[config.mk]
export PLATFORM = sky130hd
export DESIGN_NAME = imem_loader_flat
export DESIGN_NICKNAME = d
export VERILOG_FILES = /design/src/rtl/imem_loader_if.sv /design/src/rtl/imem_loader.sv /design/src/flat_wrapper.sv
export SDC_FILE = /design/constraint.sdc
export NUM_CORES = 1
export LEC_CHECK = 0
export CELL_PAD_IN_SITES_DETAIL_PLACEMENT = 1
export CELL_PAD_IN_SITES_GLOBAL_PLACEMENT = 2
export CORE_MARGIN = 1
export CORE_UTILIZATION = 32
export DETAILED_ROUTE_END_ITERATION = 10
export GPL_TIMING_DRIVEN = 0
export PLACE_DENSITY = 0.9
export SLEW_MARGIN = 15
export SYNTH_ARGS = -nofsm -noshare
export SYNTH_HDL_FRONTEND = slang
export SYNTH_SLANG_ARGS = --single-unit
[constraint.sdc]
create_clock -name clkwire -period 5.5 [get_ports clkwire]
set_input_delay 0.55 -clock clkwire [delete_from_list [all_inputs] [get_ports clkwire]]
set_output_delay 0.55 -clock clkwire [all_outputs]
set_load 0.005 [all_outputs]
[src/rtl/imem_loader_if.sv]
// rtl/imem_loader_if.sv - byte-stream input and instruction-memory write side of the loader
interface imem_loader_if #(
  parameter int ADDR_W  = 8,
  parameter int INSTR_W = 20
);
  logic               in_valid;
  logic [7:0]         in_data;
  logic               in_ready;
  logic               imem_we;
  logic [ADDR_W-1:0]  imem_addr;
  logic [INSTR_W-1:0] imem_wdata;
  logic               cpu_hold;
  logic               done;
  logic               err;
  logic [7:0]         count_loaded;

  modport master (
    output in_valid, in_data,
    input  in_ready, imem_we, imem_addr, imem_wdata, cpu_hold, done, err, count_loaded
  );

  modport slave (
    input  in_valid, in_data,
    output in_ready, imem_we, imem_addr, imem_wdata, cpu_hold, done, err, count_loaded
  );
endinterface

[src/rtl/imem_loader.sv]
// rtl/imem_loader.sv - assembles a framed byte stream into 20-bit words and writes imem from address 0
module imem_loader #(
  parameter int ADDR_W  = 8,
  parameter int INSTR_W = 20
) (
  input  logic          clkwire,
  input  logic          rst,
  imem_loader_if.slave  bus
);

  typedef enum logic [2:0] {
    S_IDLE, S_B0, S_B1, S_B2, S_WRITE, S_DONE
  } state_e;

  state_e             state_q, state_d;
  logic [7:0]         remaining_q;
  logic [ADDR_W-1:0]  addr_q;
  logic [7:0]         lo_q, mid_q;
  logic [INSTR_W-1:0] wdata_q;
  logic               hold_q;
  logic               err_q;
  logic [7:0]         count_q;
  logic               xfer;

  assign xfer = bus.in_valid && bus.in_ready;

  always_ff @(posedge clkwire) begin
    if (rst) state_q <= S_IDLE;
    else     state_q <= state_d;
  end

  always_comb begin
    state_d = state_q;
    case (state_q)
      S_IDLE:  if (xfer && bus.in_data != 8'd0) state_d = S_B0;
      S_B0:    if (xfer) state_d = S_B1;
      S_B1:    if (xfer) state_d = S_B2;
      S_B2:    if (xfer) state_d = S_WRITE;
      S_WRITE: state_d = (remaining_q == 8'd1) ? S_DONE : S_B0;
      S_DONE:  state_d = S_IDLE;
      default: state_d = S_IDLE;
    endcase
  end

  always_comb begin
    bus.in_ready = 1'b0;
    bus.imem_we  = 1'b0;
    bus.done     = 1'b0;
    case (state_q)
      S_IDLE, S_B0, S_B1, S_B2: bus.in_ready = 1'b1;
      S_WRITE:                  bus.imem_we  = 1'b1;
      S_DONE:                   bus.done     = 1'b1;
      default:                  bus.in_ready = 1'b0;
    endcase
  end

  // The output word is only replaced on the third byte, so imem_wdata stays stable between writes.
  always_ff @(posedge clkwire) begin
    if (rst) begin
      remaining_q <= 8'd0;
      addr_q      <= '0;
      lo_q        <= 8'd0;
      mid_q       <= 8'd0;
      wdata_q     <= '0;
      hold_q      <= 1'b0;
      err_q       <= 1'b0;
      count_q     <= 8'd0;
    end else begin
      case (state_q)
        S_IDLE: begin
          if (xfer && bus.in_data != 8'd0) begin
            remaining_q <= bus.in_data;
            addr_q      <= '0;
            err_q       <= 1'b0;
            count_q     <= 8'd0;
            hold_q      <= 1'b1;
          end
        end
        S_B0: if (xfer) lo_q <= bus.in_data;
        S_B1: if (xfer) mid_q <= bus.in_data;
        S_B2: begin
          if (xfer) begin
            wdata_q <= {bus.in_data[3:0], mid_q, lo_q};
            if (bus.in_data[7:4] != 4'd0) err_q <= 1'b1;
          end
        end
        S_WRITE: begin
          addr_q      <= addr_q + 1'b1;
          remaining_q <= remaining_q - 8'd1;
          count_q     <= count_q + 8'd1;
          if (remaining_q == 8'd1) hold_q <= 1'b0;
        end
        default: begin
        end
      endcase
    end
  end

  assign bus.imem_addr    = addr_q;
  assign bus.imem_wdata   = wdata_q;
  assign bus.cpu_hold     = hold_q;
  assign bus.err          = err_q;
  assign bus.count_loaded = count_q;

endmodule

[src/flat_wrapper.sv]
// flat-port wrapper written by rule: the top's interface ports become plain ports
module imem_loader_flat 
#(
  parameter int ADDR_W  = 8,
  parameter int INSTR_W = 20
)
  (clkwire, rst, bus_in_valid, bus_in_data, bus_in_ready, bus_imem_we, bus_imem_addr, bus_imem_wdata, bus_cpu_hold, bus_done, bus_err, bus_count_loaded);
  imem_loader_if #(.ADDR_W(ADDR_W), .INSTR_W(INSTR_W)) bus_i ();
  input  logic clkwire;
  input  logic rst;
  input wire logic [$bits(bus_i.in_valid)-1:0] bus_in_valid;
  input wire logic [$bits(bus_i.in_data)-1:0] bus_in_data;
  output wire logic [$bits(bus_i.in_ready)-1:0] bus_in_ready;
  output wire logic [$bits(bus_i.imem_we)-1:0] bus_imem_we;
  output wire logic [$bits(bus_i.imem_addr)-1:0] bus_imem_addr;
  output wire logic [$bits(bus_i.imem_wdata)-1:0] bus_imem_wdata;
  output wire logic [$bits(bus_i.cpu_hold)-1:0] bus_cpu_hold;
  output wire logic [$bits(bus_i.done)-1:0] bus_done;
  output wire logic [$bits(bus_i.err)-1:0] bus_err;
  output wire logic [$bits(bus_i.count_loaded)-1:0] bus_count_loaded;
  assign bus_i.in_valid = bus_in_valid;
  assign bus_i.in_data = bus_in_data;
  assign bus_in_ready = bus_i.in_ready;
  assign bus_imem_we = bus_i.imem_we;
  assign bus_imem_addr = bus_i.imem_addr;
  assign bus_imem_wdata = bus_i.imem_wdata;
  assign bus_cpu_hold = bus_i.cpu_hold;
  assign bus_done = bus_i.done;
  assign bus_err = bus_i.err;
  assign bus_count_loaded = bus_i.count_loaded;
  imem_loader #(.ADDR_W(ADDR_W), .INSTR_W(INSTR_W)) u_core (.clkwire(clkwire), .rst(rst), .bus(bus_i));
endmodule
==> results of run 1 <==
state kept, by name, summed over array words and instances, names as in the netlist:
| register | count |
|---|---|
| u_core.bus.imem_addr | 8 |
| u_core.bus.count_loaded | 8 |
| u_core.state_q | 3 |
| u_core.bus.cpu_hold | 1 |
| u_core.mid_q | 8 |
| u_core.remaining_q | 8 |
| u_core.lo_q | 8 |
| u_core.bus.err | 1 |
| u_core.bus.imem_wdata | 20 |
kinds of logic after synthesis:
group / count (synthesis) / share of synthesized area
compound gates: 76 / 0.169
xor+xnor: 2 / 0.00656
fa+ha+maj: 4 / 0.0187
buf+inv: 27 / 0.0398
flops: 65 / 0.487
mux: 8 / 0.0300
simple gates: 138 / 0.249
metal layers:
layer | vias to the layer above | track usage | wire, um
met4 | 0 | 0.0731 | 122
met3 | 11 | 0.0301 | 232
li1 | 1246 | - | -
met2 | 39 | 0.296 | 3570
met1 | 1245 | 0.236 | 3640
met5 | - | 0 | 0
metrics by stage:
stage | utilization | hold slack [ns]
2_1_floorplan | - | 0.431
3_3_place_gp | 0.418 | 0.445
3_5_place_dp | 0.418 | 0.446
4_1_cts | 0.447 | 0.456
5_1_grt | 0.447 | 0.471
6_report | 0.447 | 0.451
worst max-delay path: cells and delay by family (launching register included):
| kind | cells | cell delay (ns) |
|---|---|---|
| buffers and inverters | 3 | 1.01 |
| AND/OR/NAND/NOR | 1 | 0.41 |
| flip-flops | 1 | 0.44 |
worst max-delay path by stage:
stage	endpoint	slack [ns]
after floorplan	u_core.remaining_q[0]	3.58
after global placement	u_core.remaining_q[3]	2.78
after detailed placement	u_core.remaining_q[3]	2.72
after CTS	bus_imem_we	2.72
after global routing	bus_imem_we	2.62
final	bus_imem_we	2.73
cell type report:
| cell class | instances | area (um2) | area share |
|---|---|---|---|
| Timing Repair Buffer | 50 | 500 | 0.142 |
| Buffer | 21 | 83.8 | 0.0238 |
| Multi-Input combinational cell | 228 | 1260 | 0.358 |
| Tap cell | 102 | 128 | 0.0362 |
| Sequential cell | 65 | 1300 | 0.369 |
| Clock buffer | 10 | 138 | 0.0390 |
| Clock inverter | 6 | 90.1 | 0.0256 |
| Inverter | 6 | 22.5 | 0.00639 |
Yosys cell counts (all sizes together) (3+ instances only):
cell | count | area (um2)
or3 | 4 | 25.0
mux2i | 8 | 80.1
o31ai | 3 | 27.5
o21ai | 6 | 33.8
inv | 5 | 18.8
a31oi | 7 | 43.8
o211ai | 4 | 30.0
dfxtp | 65 | 1300
nand4 | 6 | 37.5
a21oi | 46 | 230
clkbuf | 15 | 56.3
ha | 4 | 50.1
nor3 | 4 | 20.0
nand4b | 3 | 26.3
or2 | 5 | 31.3
buf | 6 | 27.5
nor2 | 14 | 52.6
nand2 | 70 | 263
nand3 | 16 | 80.1
or4 | 4 | 33.8
power breakdown:
group | internal [mW] | switching [mW]
sequential | 0.482 | 0.00937
clock | 0.269 | 0.198
combinational | 0.0307 | 0.0522
total | 0.782 | 0.259
==> results.toml, run 1 <==
[place]
dpl_cell_area_um2 = 3300
placedCellCount = 472
port_buffers = 50
dp_slack_ns = 2.72
place_congestion = 0.760
dp_hpwl_um = 5230

[synthesis]
synth_edf_count = 0
syn_avg_cell_area_um2 = 8.34
synth_fp_nets = 335
synth_area_um2 = 2670
yosys_warnings = 0
synth_cell_types = 43
postSynthCellCount = 320
ys_seq_area_frac = 0.487
async_reset_ff_frac = 0
ys_ff_latch = 65
synth_flop_cell = "dfxtp_1"

[detailed_routing]
viasPerCell = 5.21
wirelength_um = 7560
antenna_left = 0
drcViolationCount = 0
drt_iter0_markers = 77
post_drt_wl_per_cell_um = 15.5
vias = 2541
first_pass_iters = 4

[worst_hold_path]
holdCritStartpoint = "u_core.lo_q[6]"
min_path_cells = 2
hold_end = "u_core.bus.imem_wdata[6]"
min_path_type = "reg -> reg"

[critical_path]
regToRegEndpoint = "u_core.bus.count_loaded[7]"
cp.arrival_ns = 2.22
slowest_delay_ns = 0.54
path_class = "reg -> out"
endpoint_kind = "output pin"
crit_start = "u_core.state_q[2]"
start_kind = "flip-flop"
r2r-start = "u_core.state_q[2]"
critPathMaxFanout = 10
cp_slowest_cell = "clkdlybuf4s50_1"
r2r_cells = 5
cp_cell_sequence = "or3b_1 > clkinv_1 > buf_2 > clkdlybuf4s50_1"
worstPathRequired_ns = 4.95
regToRegSetupSlack_ns = 3.55

[grt]
grtUsageTotal = 0.181
first_global_vias = 2478
overflow = 0
grt_start_max_net_pins = 13
antenna_found_initial = 0
grt_first_pass_wirelength_um = 12100

[sta]
setup_ws_ns = 2.73
max_freq_mhz = 361
fin_worst_skew_ns = 0.00856
relSlewSlack = 0.506
hold_violations = 0
drv_slew = 0
final-setup-viol-count = 0
tns_ns = 0
rsz0062_at_grt = "no"
fin_crit_ns = 2.77
worst-slew-pin-transition_ns = 0.740
fin_crit_sh = 0.504

[clocking]
cts-htree-levels = 3
cts_setup_buffers = 0
clk_latency_ns = 0.35
cts_tree = "done"
cts_sinks = 65
cts_made_buffers = 9
clk_pin_slew_ns = 0.07
cts_root_buf = "clkbuf_8"
cts_resized = 0
cts_buffer_depth = 2
cts-hold-fix-buffers = 0

[die]
die_x_um = 93.3
die_h_um = 93.3
io-pin-count = 52
die_area_um2 = 8710
coreArea_um2 = 7890
core.rowCount = 32
start_util = 0.339

[layout]
fin_nets = 396
mostFrequentLayoutCells = "70 x nand2_1, 65 x dfxtp_1, 50 x clkdlybuf4s50_1, 46 x a21oi_1, 16 x nand3_1"
stdcell_area_um2 = 3530
nFillCells = 932
drive_above_1_share = 0.0751
area.growth.synth_to_final_pct = 32.1
antenna_cells = 0
layout.cells.non_filler = 488
layout_commonest_cell = "nand2_1"

[run_status]
outcome = "finished clean"

[power_and_ir_drop]
p_total_mw = 1.04
ir_drop_mv = 0.122
power_density_nw_per_um2 = 295
leakage_nw = 1.15

[flow_run]
maxCapViolCount = 0
No activity file was read; power rests on OpenSTA's default activity.
==> inputs of run 2 (changes only) <==
--- a/config.mk
+++ b/config.mk
@@ -8,10 +8,10 @@
 export CELL_PAD_IN_SITES_DETAIL_PLACEMENT = 1
 export CELL_PAD_IN_SITES_GLOBAL_PLACEMENT = 2
 export CORE_MARGIN = 1
-export CORE_UTILIZATION = 32
+export CORE_UTILIZATION = 27
 export DETAILED_ROUTE_END_ITERATION = 10
 export GPL_TIMING_DRIVEN = 0
-export PLACE_DENSITY = 0.9
+export PLACE_DENSITY = 0.82
 export SLEW_MARGIN = 15
 export SYNTH_ARGS = -nofsm -noshare
 export SYNTH_HDL_FRONTEND = slang
==> constraint.sdc (replaced) <==
create_clock -name clkwire -period 2.3 [get_ports clkwire]
set_input_delay 0.23 -clock clkwire [delete_from_list [all_inputs] [get_ports clkwire]]
set_output_delay 0.23 -clock clkwire [all_outputs]
set_load 0.005 [all_outputs]
==> run 2 against run 1 <==
  * Sequential share of layout area fell by 0.20 points
  * Design area rose by 0.64%
  * Largest cell class unchanged
  * Clock skew barely moved
  * Cell count rose by 5.3%
==> results.toml, run 2 (same netlist as run 1, synthesis figures left out) <==
[critical_path]
slowest_delay_ns = 0.55
crit_buf_inv = 2
r2r-start = "u_core.state_q[0]"
path_class = "reg -> out"
worstPathRequired_ns = 2.07
endpoint_kind = "output pin"
cp_cell_sequence = "or3b_1 > clkinv_2 > clkdlybuf4s50_1"
critPathMaxFanout = 19
critPathTopFamily = "buffers and inverters"
regToRegEndpoint = "u_core.remaining_q[0]"
r2r_cells = 5
cp.arrival_ns = 1.94
cp_slowest_cell = "clkdlybuf4s50_1"
start_kind = "flip-flop"
regToRegSetupSlack_ns = 0.34

[grt]
grtUsageTotal = 0.162
first_global_vias = 2491
overflow = 0
antenna_found_initial = 0
grt_start_max_net_pins = 13
grt_first_pass_wirelength_um = 12600

[sta]
hold_violations = 0
drv_slew = 0
fin_crit_ns = 2.17
relSlewSlack = 0.484
final-setup-viol-count = 0
fin_worst_skew_ns = 0.00842
rsz0062_at_grt = "no"
fin_crit_sh = 0.942
worst-slew-pin-transition_ns = 0.772
max_freq_mhz = 462
tns_ns = 0

[layout]
fin_nets = 395
drive_above_1_share = 0.0753
largest_reg_flops = 20
layout.cells.non_filler = 514
multiInputGateArea_um2 = 1260
stdcell_area_um2 = 3550
fin_util = 0.377
layout_commonest_cell = "nand2_1"
antenna_cells = 0
area.growth.synth_to_final_pct = 32.9
nFillCells = 1147
ff_latch_area_um2 = 1300
mostFrequentLayoutCells = "70 x nand2_1, 64 x dfxtp_1, 50 x clkdlybuf4s50_1, 46 x a21oi_1"

[die]
start_util = 0.284
die_area_um2 = 10300
die_h_um = 101
die_x_um = 101
core.rowCount = 35
coreArea_um2 = 9420
io-pin-count = 52

[detailed_routing]
first_pass_iters = 4
viasPerCell = 4.80
drcViolationCount = 0
vias = 2469
wirelength_um = 7660
antenna_left = 0
post_drt_wl_per_cell_um = 14.9
drt_iter0_markers = 85

[clocking]
clk_pin_slew_ns = 0.08
clk_latency_ns = 0.35
cts_buffer_depth = 2
cts-hold-fix-buffers = 0
cts_root_buf = "clkbuf_8"
cts-htree-levels = 3
cts_tree = "done"
cts_sinks = 65
cts_made_buffers = 9
cts_setup_buffers = 0

[worst_hold_path]
min_path_cells = 3
hold_end = "u_core.state_q[2]"
min_path_type = "in -> reg"
holdCritStartpoint = "bus_in_valid"

[run_status]
outcome = "finished clean"

[place]
dp_hpwl_um = 5400
port_buffers = 50
placedCellCount = 499
dpl_cell_area_um2 = 3330
place_congestion = 0.795

[power_and_ir_drop]
leakage_nw = 1.14
power_density_nw_per_um2 = 694
ir_drop_mv = 0.246

[flow_run]
maxCapViolCount = 0
==> run 2: cell types whose count changed in the layout (fill, tap and decap cells not counted) <==
| cell | delta |
|---|---|
| buf_2 | -1 |
| clkbuf_1 | +1 |
| clkbuf_8 | -1 |
| clkinv_1 | -1 |
| clkinv_4 | -1 |
| clkinvlp_4 | +2 |
| dfxtp_1 | -1 |
| dfxtp_2 | +1 |
==> run 2: repair_timing <==
item                                   CTS  global route
endpoints found under the hold margin    0             0
gates resized for setup                  3             0
setup endpoints to repair                1             1
==> run 2: cell type report <==
cell class,instances,share of cell area
timing repair buffer,50,0.141
multi-input combinational,228,0.356
buffer,20,0.0222
clock inverter,6,0.0257
inverter,6,0.00670
clock buffer,10,0.0360
sequential,65,0.367
tap,129,0.0455
==> run 2: per-layer routing <==
| metal | share of wire | up-vias | track usage |
|---|---|---|---|
| li1 | - | 1250 | - |
| met1 | 0.49 | 1182 | 0.206 |
| met2 | 0.47 | 29 | 0.267 |
| met3 | 0.021 | 8 | 0.0311 |
| met4 | 0.015 | 0 | 0.0702 |
| met5 | 0 | - | 0 |
==> run 2: how the worst max path moves through the flow <==
| stage | start | end | slack [ns] | cells past startpoint |
|---|---|---|---|---|
| CTS | u_core.state_q[2] | bus_imem_we | 0.02 | 4 |
| global placement | bus_in_data[7] | u_core.remaining_q[3] | -0.12 | 6 |
| floorplan | u_core.state_q[2] | u_core.bus.count_loaded[7] | 0.52 | 5 |
| detailed placement | bus_in_data[2] | u_core.remaining_q[3] | -0.13 | 6 |
| global route | u_core.state_q[2] | bus_imem_we | 0.03 | 3 |
| finish | u_core.state_q[2] | bus_imem_we | 0.13 | 3 |
==> run 2: metrics by stage <==
step,hold WS [ns],setup WS (ns),total power [mW]
finish,0.290,0.133,2.46
global route,0.356,0.0311,2.57
CTS,0.279,0.0220,2.50
detailed placement,0.449,-0.129,1.40
global placement,0.444,-0.118,1.40
floorplan,0.366,0.523,1.32
==> run 2: worst reg2reg max path, delay by kind of cell (launching register included) <==
| kind | cells | cell delay (ns) |
|---|---|---|
| AND/OR/NAND/NOR | 1 | 0.71 |
| AO/OA/AOI/OAI | 3 | 0.49 |
| flip-flops | 1 | 0.33 |
| buffers and inverters | 1 | 0.28 |
==> run 2: power by group <==
part	internal (mW)	total, mW	switching (mW)
sequential	1.15	1.18	0.0225
combinational	0.0732	0.198	0.124
clock	0.614	1.09	0.475
==> inputs of run 3 (changes only) <==
--- a/config.mk
+++ b/config.mk
@@ -12,7 +12,6 @@
 export DETAILED_ROUTE_END_ITERATION = 10
 export GPL_TIMING_DRIVEN = 0
 export PLACE_DENSITY = 0.82
-export SLEW_MARGIN = 15
 export SYNTH_ARGS = -nofsm -noshare
 export SYNTH_HDL_FRONTEND = slang
 export SYNTH_SLANG_ARGS = --single-unit
==> results of run 3 <==
Same layout as run 2: the final DEF is identical, and so are final timing and power.
